==> config.mk <==
export PLATFORM = sky130hd
export DESIGN_NAME = crank_wheel_gen
export DESIGN_NICKNAME = d
export VERILOG_FILES = /design/src/rtl/efi_pkg.sv /design/src/rtl/crank_wheel_gen.sv
export SDC_FILE = /design/constraint.sdc
export NUM_CORES = 1
export LEC_CHECK = 0
export CELL_PAD_IN_SITES_DETAIL_PLACEMENT = 1
export CELL_PAD_IN_SITES_GLOBAL_PLACEMENT = 1
export CORE_AREA = 2 2 152 154
export CTS_CLUSTER_SIZE = 28
export DETAILED_ROUTE_END_ITERATION = 12
export DIE_AREA = 0 0 154 156
export PLACE_DENSITY = 0.94
export RECOVER_POWER = 100
export SYNTH_ARGS = -nofsm -noshare
export SYNTH_HDL_FRONTEND = slang
export SYNTH_SLANG_ARGS = --single-unit
==> constraint.sdc <==
create_clock -name clk -period 11.2 [get_ports clk]
set_input_delay 1.12 -clock clk [delete_from_list [all_inputs] [get_ports clk]]
set_output_delay 1.12 -clock clk [all_outputs]
set_load 0.05 [all_outputs]
==> src/rtl/efi_pkg.sv <==
// efi_pkg: definitions shared by the crank-wheel generator and the engine
// synchronizer.
//   CFG_W         - default width of the tooth-count / teeth-missing words,
//                   tooth index and revolution counter
//   PER_W         - default width of the tooth-period word
//   wheel_state_t - generator state encoding
//   cfg_valid()   - wheel geometry / speed sanity check
package efi_pkg;

  localparam int CFG_W = 16;
  localparam int PER_W = 32;

  typedef enum logic {
    ST_IDLE = 1'b0,
    ST_RUN  = 1'b1
  } wheel_state_t;

  // Arguments are 32 bits wide so callers with narrower or wider words can
  // zero-extend into them. A usable wheel needs at least two positions, at
  // least one real tooth, and a period long enough to hold a high half.
  function automatic logic cfg_valid(input logic [31:0] tooth_cnt,
                                     input logic [31:0] teeth_missing,
                                     input logic [31:0] tooth_period);
    return (tooth_cnt >= 32'd2) &&
           (teeth_missing < tooth_cnt) &&
           (tooth_period >= 32'd2);
  endfunction

endpackage

==> src/rtl/crank_wheel_gen.sv <==
// crank_wheel_gen: missing-tooth crank trigger-wheel generator. Produces the
// digital equivalent of a conditioned VR sensor output for self-test and HIL.
//
// Ports
//   clk            in   system clock
//   reset          in   synchronous active-high reset
//   enable         in   run the wheel; low forces idle
//   tooth_cnt      in   tooth positions per revolution, gap included
//   teeth_missing  in   gap positions at the end of the revolution
//   tooth_period   in   clocks per tooth position
//   vr_out         out  tooth waveform, high for the first half of a real tooth
//   sync_pulse     out  one-clock strobe on the first clock of position 0
//   tooth_index    out  current position
//   rev_count      out  completed revolutions since start (wrapping)
//   running        out  high while in RUN
//   config_err     out  sticky invalid-configuration flag
//
// State table
//   state   | meaning
//   ST_IDLE | outputs low, counters cleared, waiting for enable + valid config
//   ST_RUN  | wheel turning: phase/position/revolution counters advancing
module crank_wheel_gen #(
  parameter int CFG_W = efi_pkg::CFG_W,
  parameter int PER_W = efi_pkg::PER_W
) (
  input  logic             clk,
  input  logic             reset,
  input  logic             enable,
  input  logic [CFG_W-1:0] tooth_cnt,
  input  logic [CFG_W-1:0] teeth_missing,
  input  logic [PER_W-1:0] tooth_period,
  output logic             vr_out,
  output logic             sync_pulse,
  output logic [CFG_W-1:0] tooth_index,
  output logic [CFG_W-1:0] rev_count,
  output logic             running,
  output logic             config_err
);

  import efi_pkg::*;

  wheel_state_t     r_state,  w_state_n;
  logic [PER_W-1:0] r_phase,  w_phase_n;
  logic [PER_W-1:0] r_period, w_period_n;
  logic [CFG_W-1:0] r_pos,    w_pos_n;
  logic [CFG_W-1:0] r_cnt,    w_cnt_n;
  logic [CFG_W-1:0] r_miss,   w_miss_n;
  logic [CFG_W-1:0] r_rev,    w_rev_n;
  logic             r_vr,     w_vr_n;
  logic             r_sync,   w_sync_n;
  logic             r_run,    w_run_n;
  logic             r_err,    w_err_n;

  logic             w_cfg_ok;
  logic             w_period_ok;
  logic             w_pos_end;
  logic             w_rev_end;
  logic [CFG_W-1:0] w_pos_inc;
  logic [PER_W-1:0] w_phase_inc;
  logic [CFG_W-1:0] w_real_teeth;

  assign w_cfg_ok     = cfg_valid(32'(tooth_cnt), 32'(teeth_missing),
                                  32'(tooth_period));
  assign w_period_ok  = (tooth_period >= PER_W'(2));
  assign w_pos_end    = (r_phase == r_period - PER_W'(1));
  assign w_rev_end    = (r_pos == r_cnt - CFG_W'(1));
  assign w_pos_inc    = r_pos + CFG_W'(1);
  assign w_phase_inc  = r_phase + PER_W'(1);
  assign w_real_teeth = r_cnt - r_miss;

  always_comb begin
    w_state_n  = r_state;
    w_phase_n  = r_phase;
    w_period_n = r_period;
    w_pos_n    = r_pos;
    w_cnt_n    = r_cnt;
    w_miss_n   = r_miss;
    w_rev_n    = r_rev;
    w_vr_n     = 1'b0;
    w_sync_n   = 1'b0;
    w_run_n    = 1'b0;
    w_err_n    = r_err;

    unique case (r_state)
      ST_IDLE: begin
        w_phase_n = '0;
        w_pos_n   = '0;
        w_rev_n   = '0;
        if (enable) begin
          if (w_cfg_ok) begin
            // Valid config guarantees position 0 is a real tooth and the
            // half-period is at least one clock, so the first sample is high.
            w_state_n  = ST_RUN;
            w_cnt_n    = tooth_cnt;
            w_miss_n   = teeth_missing;
            w_period_n = tooth_period;
            w_vr_n     = 1'b1;
            w_sync_n   = 1'b1;
            w_run_n    = 1'b1;
            w_err_n    = 1'b0;
          end else begin
            w_err_n = 1'b1;
          end
        end
      end

      ST_RUN: begin
        if (!enable) begin
          // Enable drop beats everything, including a pending wrap.
          w_state_n = ST_IDLE;
          w_phase_n = '0;
          w_pos_n   = '0;
          w_rev_n   = '0;
        end else if (w_pos_end && w_rev_end) begin
          if (w_cfg_ok) begin
            w_phase_n  = '0;
            w_pos_n    = '0;
            w_cnt_n    = tooth_cnt;
            w_miss_n   = teeth_missing;
            w_period_n = tooth_period;
            w_rev_n    = r_rev + CFG_W'(1);
            w_vr_n     = 1'b1;
            w_sync_n   = 1'b1;
            w_run_n    = 1'b1;
          end else begin
            w_state_n = ST_IDLE;
            w_phase_n = '0;
            w_pos_n   = '0;
            w_rev_n   = '0;
            w_err_n   = 1'b1;
          end
        end else if (w_pos_end) begin
          // Mid-revolution only the period is re-latched. A period too short
          // to form a tooth is flagged and the previous period kept; the
          // revolution boundary check then takes the wheel down.
          w_phase_n = '0;
          w_pos_n   = w_pos_inc;
          if (w_period_ok) begin
            w_period_n = tooth_period;
          end else begin
            w_err_n = 1'b1;
          end
          w_vr_n  = (w_pos_inc < w_real_teeth);
          w_run_n = 1'b1;
        end else begin
          w_phase_n = w_phase_inc;
          w_vr_n    = (r_pos < w_real_teeth) && (w_phase_inc < (r_period >> 1));
          w_run_n   = 1'b1;
        end
      end

      default: begin
        w_state_n = ST_IDLE;
      end
    endcase
  end

  always_ff @(posedge clk) begin
    if (reset) begin
      r_state  <= ST_IDLE;
      r_phase  <= '0;
      r_period <= '0;
      r_pos    <= '0;
      r_cnt    <= '0;
      r_miss   <= '0;
      r_rev    <= '0;
      r_vr     <= 1'b0;
      r_sync   <= 1'b0;
      r_run    <= 1'b0;
      r_err    <= 1'b0;
    end else begin
      r_state  <= w_state_n;
      r_phase  <= w_phase_n;
      r_period <= w_period_n;
      r_pos    <= w_pos_n;
      r_cnt    <= w_cnt_n;
      r_miss   <= w_miss_n;
      r_rev    <= w_rev_n;
      r_vr     <= w_vr_n;
      r_sync   <= w_sync_n;
      r_run    <= w_run_n;
      r_err    <= w_err_n;
    end
  end

  assign vr_out      = r_vr;
  assign sync_pulse  = r_sync;
  assign tooth_index = r_pos;
  assign rev_count   = r_rev;
  assign running     = r_run;
  assign config_err  = r_err;

endmodule

# ---- Word level (Yosys, flattened, before mapping)
# Cells that the tools add are included.
dict set report totals {
  reg_bits 132
  latchBits 0
  ramBits 0
  romBits 0
  output_inout_bits 36
  memories 0
}
dict set report op_classes {
  n_addsub 6
  mul 0
  n_div 0
  order_cmp 6
  n_eq_ne 11
  shift 0
  n_mux 49
  n_bitwise 1
  n_reduce_logical 7
}
# operator n
set op_table {}
lappend op_table {{32-bit 2-to-1 mux} 9}
lappend op_table {{16-bit 2-to-1 mux} 14}
lappend op_table {{16-bit one-hot mux with 2 select lines} 4}
lappend op_table {{32-bit one-hot mux with 2 select lines} 2}
lappend op_table {{16-bit < comparator} 3}
lappend op_table {{16-bit by 1-bit adder with 16-bit output, second input constant} 2}
lappend op_table {{32-bit by 1-bit adder with 32-bit output, second input constant} 1}
lappend op_table {{32-bit == test} 1}
lappend op_table {{32-bit by 2-bit >= comparator with 1-bit output, second input constant} 1}
lappend op_table {{32-bit by 31-bit < comparator with 1-bit output} 1}
lappend op_table {{32-bit by 1-bit subtractor with 32-bit output, second input constant} 1}
lappend op_table {{16-bit == test} 1}
lappend op_table {{16-bit by 2-bit >= comparator with 1-bit output, second input constant} 1}
lappend op_table {{1-bit 2-to-1 mux} 16}
lappend op_table {{16-bit by 1-bit subtractor with 16-bit output, second input constant} 1}
lappend op_table {{16-bit subtractor} 1}
lappend op_table {{1-bit one-hot mux with 2 select lines} 4}
lappend op_table {{3-bit by 1-bit != test with 1-bit output, second input constant} 2}
lappend op_table {{3-bit by 2-bit != test with 1-bit output, second input constant} 2}
lappend op_table {{5-bit AND reduction} 1}
lappend op_table {{1-bit logical AND} 4}
lappend op_table {{2-bit != test, second input constant} 2}
lappend op_table {{4-bit by 2-bit != test with 1-bit output, second input constant} 1}
lappend op_table {{4-bit AND reduction} 1}
lappend op_table {{4 further kinds} 4}

# ---- Longest topological paths before layout
dict set report logic_depth {
  word_depth 7
  ltp_mapped 22
  mapped_depth_nobuf 22
}

# ---- Worst setup path after synthesis
# OpenSTA, ideal clock, no wires.
dict set report synth_path {
  path_type {register to register}
  startpoint {register r_cnt[0]}
  endpoint {register r_vr (netlist: vr_out)}
  setup_time_ns 0.060
  t_arrival_ns 3.962
  slack_ns 7.179
  path_stages_with_launch 21
  path_buffers 0
  period_less_slack_ns 4.021
  path_cell_list {dfxtp_1 -> inv_1 -> ha_1 -> inv_1 -> fa_1 -> a21o_1 -> a211oi_1 -> o21ai_0 -> a31o_2 -> a21oi_1 -> o21ai_0 -> a31o_2 -> a21oi_1 -> xor2_1 -> ha_1 -> and3_1 -> a221o_1 -> a21oi_1 -> o31ai_1 -> o2111ai_1 -> o311a_1}
}
dict set report synth_between {
  elab_chain_len 7
}
# item line_no
set synth_lines {}
lappend synth_lines {{start: declaration} crank_wheel_gen.sv:46} ;# logic [CFG_W-1:0] r_cnt, w_cnt_n;
lappend synth_lines {{start signal: assignment} crank_wheel_gen.sv:176} ;# r_cnt <= w_cnt_n;
lappend synth_lines {{16-bit subtractor} crank_wheel_gen.sv:69} ;# assign w_real_teeth = r_cnt - r_miss;
lappend synth_lines {{16-bit < comparator} crank_wheel_gen.sv:147} ;# w_vr_n = (r_pos < w_real_teeth) && (w_phase_inc < (r_period >> 1));
lappend synth_lines {{1-bit logical AND} crank_wheel_gen.sv:147}
lappend synth_lines {{1-bit 2-to-1 mux} crank_wheel_gen.sv:132} ;# end else if (w_pos_end) begin
lappend synth_lines {{1-bit 2-to-1 mux *} crank_wheel_gen.sv:114} ;# end else if (w_pos_end && w_rev_end) begin
lappend synth_lines {{1-bit 2-to-1 mux *} crank_wheel_gen.sv:108} ;# if (!enable) begin
lappend synth_lines {{1-bit one-hot mux with 2 select lines *} crank_wheel_gen.sv:84} ;# unique case (r_state)
lappend synth_lines {{end signal: assignment} crank_wheel_gen.sv:179} ;# r_vr <= w_vr_n;
lappend synth_lines {{end: declaration} crank_wheel_gen.sv:49} ;# logic r_vr, w_vr_n;
# Every way passes the cells marked *; elsewhere a longest branch is shown, timed or not.
# A chain may end at the register's enable or synchronous reset.

# ---- Worst setup path after layout
dict set report layout_path {
  startpoint {register r_period[0]}
  endpoint {register r_cnt[8]}
}
dict set report layout_between {
  elab_chain_len 5
}
# item line_no
set layout_lines {}
lappend layout_lines {{start: declaration} crank_wheel_gen.sv:44} ;# logic [PER_W-1:0] r_period, w_period_n;
lappend layout_lines {{start signal: assignment} crank_wheel_gen.sv:174} ;# r_period <= w_period_n;
lappend layout_lines {{32-bit by 1-bit subtractor with 32-bit output} crank_wheel_gen.sv:65} ;# assign w_pos_end = (r_phase == r_period - PER_W'(1));
lappend layout_lines {{32-bit == test} crank_wheel_gen.sv:65}
lappend layout_lines {{1-bit logical AND} crank_wheel_gen.sv:114}
lappend layout_lines {{2-bit by 1-bit != test with 1-bit output (no line)} n/a}
lappend layout_lines {{3-bit AND reduction (no line)} n/a}
# No other way between the ends.

==> metrics.yaml <==
status:
  status: "finished, violations left"
  violations: "max-capacitance violations, max-slew violations"
setup_path:
  end_kind: "register"
  critPathKind: "reg -> reg"
  worstPathMaxFanout: 41
  arrival_ns: 7.91
  cpMostUsedCell: "clkbuf_1"
  critPathLaunchType: "register"
  path_cells: "inv_1, ha_1, nor3b_1, nand4_1, a2111oi_0, o22ai_1, or4_2, nor4_1, nand4_2, clkbuf_1, o31ai_4, clkbuf_1, mux2i_1"
  slowest_delay_ns: 1.68
  required_ns: 11.38
  crit_path_top_delay_cell: "clkbuf_1"
yosys:
  synth-seq-cells: 132
  synth_ff_type: "dfxtp_1"
  yosys_warnings: 0
  syn_inst: 1304
  synth_cell_types: 75
  yosys-top-cells-area: "dfxtp_1, ha_1, nand2b_1"
  async_flop_share_pct: 0
  seq_area_frac_synth_pct: 24.9
  yosysTopAreaCell: "dfxtp_1"
  avgSynthCellArea_sq_um: 8.12
  synth.top_cell.area_share_pct: 24.9
  synth_area_sq_um: 10600
  synth_edf_count: 0
  syn_nets: 1463
grt:
  grt_use_met3_pct: 4.86
  grt_max_degree: 138
  gr-usage-met2_pct: 61.1
  met1_usage_pct: 37.3
  grt_usage_pct: 33.7
  top_usage_layer: "met2"
  grt_pass1_vias: 11567
  grt.overflow.total: 0
  grt_pass1_wl_microns: 64300
  antenna_found_initial: 0
clock_tree:
  cts_setup_buffers: 0
  cts_made_buffers: 17
  htree_levels: 4
  cts-root-buf: "clkbuf_16"
  cts.sinks: 132
  cts.path.max_buffers: 2
  cts_hold_buf: 0
  cts_tree: "done"
  clk_pin_slew_worst_paths_ns: 0.06
  clkLatencyLatePin_ns: 0.45
  cts.repair.resized: 0
timing:
  rsz0062_at_grt: "no"
  worst_slew_pin_slew_ns: 2.33
  final.setup_skew_ns: 0.0167
  min_period_over_period_pct: 69.1
  drv_slew: 119
  hold_violations: 0
  period_needed_ns: 7.73
  relSlewSlack_pct: -55.5
  finalSetupViolCount: 0
  fin_tns_setup_ns: 0
  clock.fmax_mhz: 129
floorplanning:
  die_h_microns: 156
  io-pin-count: 103
  start_util_pct: 47.4
  die_x_microns: 154
  core_sq_um: 22400
  rows: 55
  dieArea_sq_um: 24000
place:
  place_area_sq_um: 11800
  gp_congestion: 0.901
  port_buffers: 102
  dp_hpwl_microns: 26300
layout:
  n_antenna_cell: 0
  design_area_sq_um: 12300
  syn_to_final_growth_pct: 16.3
  layout.nets: 1533
  drive_gt1_share_pct: 4.11
drt:
  wl_per_cell_microns: 24.3
  drtIter0Drc: 760
  postRouteAntennaNets: 0
  vias: 10901
  drc: 0
  firstDrtPassIters: 6
  vias_per_cell: 6.52
  routed_wl_microns: 40700
power:
  max-vdd-ir-drop_uv: 62.2
  power.density_nw_per_um2: 130
  leakage_nw: 5.14
run:
  maxCapViolations: 3
worst_hold_path:
  hold_class: "reg -> reg"
-- area by class of cell --
class	instances	area, sq um
clock buffers	22	474
repair buffers	111	1070
multi-input cells	1013	7280
flip-flops and latches	132	2640
clock inverters	10	129
fillers	2672	10000
well taps	285	357
inverters	99	372
-- report_power, final --
part | switching (mW) | total [mW] | internal, mW
sequential | 0.0361 | 0.525 | 0.489
clock | 0.234 | 0.600 | 0.366
combinational | 0.286 | 0.477 | 0.192
-- flip-flops by register name, summed over array words and instances, names as in the netlist --
name	count
config_err	1
r_cnt	16
r_miss	16
r_period	32
r_phase	32
rev_count	16
running	1
sync_pulse	1
tooth_index	16
vr_out	1
-- layout by cell type, fill, tap and decap left out, types with 46 or more instances in the layout --
master           synthesis  layout
and3_1                  59      59
clkdlybuf4s50_1          0      65
dfxtp_1                132     132
ha_1                    91      91
inv_1                   99      99
mux2i_1                 66      66
nand2_1                 56      56
nand2b_1               135     135
nand3_1                 56      56
nor2_1                  56      55
o21ai_0                 41      46
xnor2_1                 72      72
-- cells in the mapped netlist, drive strengths merged (3+ instances only) --
cell type,instances
nor2,56
a31o,3
o21a,6
xnor2,72
inv,99
nand3b,8
a21o,16
dfxtp,132
clkbuf,45
ha,91
nand3,56
a41oi,3
nor3,25
nand4,21
o31ai,7
a21boi,3
nor4,34
o22ai,6
or3,13
nand2b,135
buf,15
a21oi,34
or2,5
xor2,37
a31oi,23
o31a,4
a2111oi,5
and4,5
mux2i,66
nand2,56
a211oi,14
and3,59
nor2b,12
o211ai,20
o2111ai,3
maj3,3
o211a,4
nor3b,3
o311ai,5
or4,12
o21ai,48
and2,16
-- worst paths after layout --
check	start	endpoint	slack [ns]	depth (start not counted)
worst min register to register	r_miss[14]	r_miss[14]	0.48	2
worst max register to register	r_period[0]	r_cnt[8]	3.47	13
worst min-delay path	r_miss[14]	r_miss[14]	0.48	2
worst max-delay path	r_period[0]	r_cnt[8]	3.47	13
-- worst max-delay path: cells and delay by family, from the launching register on --
family | cells | cell delay (ns)
buffers and inverters | 3 | 2.60
muxes | 1 | 0.43
adders and majority gates | 1 | 0.22
and+or+nand+nor | 5 | 2.56
DFF | 1 | 0.39
AOI/OAI and AO/OA | 3 | 1.20
-- metal layers --
layer / vias to the layer above / part of all wire [%] / wire (microns)
met3: 194 / 5.1 / 2070
met4: 0 / 6.0 / 2450
li1: 4785 / - / -
met2: 520 / 50 / 20500
met5: - / 0 / 0
met1: 5402 / 38 / 15600
-- stage by stage --
step / total power, mW / hold slack (ns) / utilization (%) / setup slack (ns) / instances
floorplan: 0.834 / 0.447 / - / 7.18 / 1304
global placement: 0.941 / 0.459 / 52.6 / 6.67 / 1640
detailed placement: 0.969 / 0.474 / 52.6 / 6.45 / 1640
CTS: 1.59 / 0.481 / 55.3 / 6.22 / 1672
global route: 1.65 / 0.489 / 55.1 / 3.03 / 1672
finish: 1.60 / 0.479 / 55.1 / 3.47 / 1672
-- logic make-up after synthesis --
family / count (synthesis) / share of synthesized area, %
adder cells (fa/ha/maj): 95 / 11.2
XOR/XNOR: 109 / 9.01
AND/OR/NAND/NOR: 521 / 28.1
AO/OA/AOI/OAI: 220 / 14.1
flip-flops: 132 / 24.9
multiplexers: 68 / 6.45
buffers and inverters: 159 / 6.15
Power figures use the tool's default switching activity.
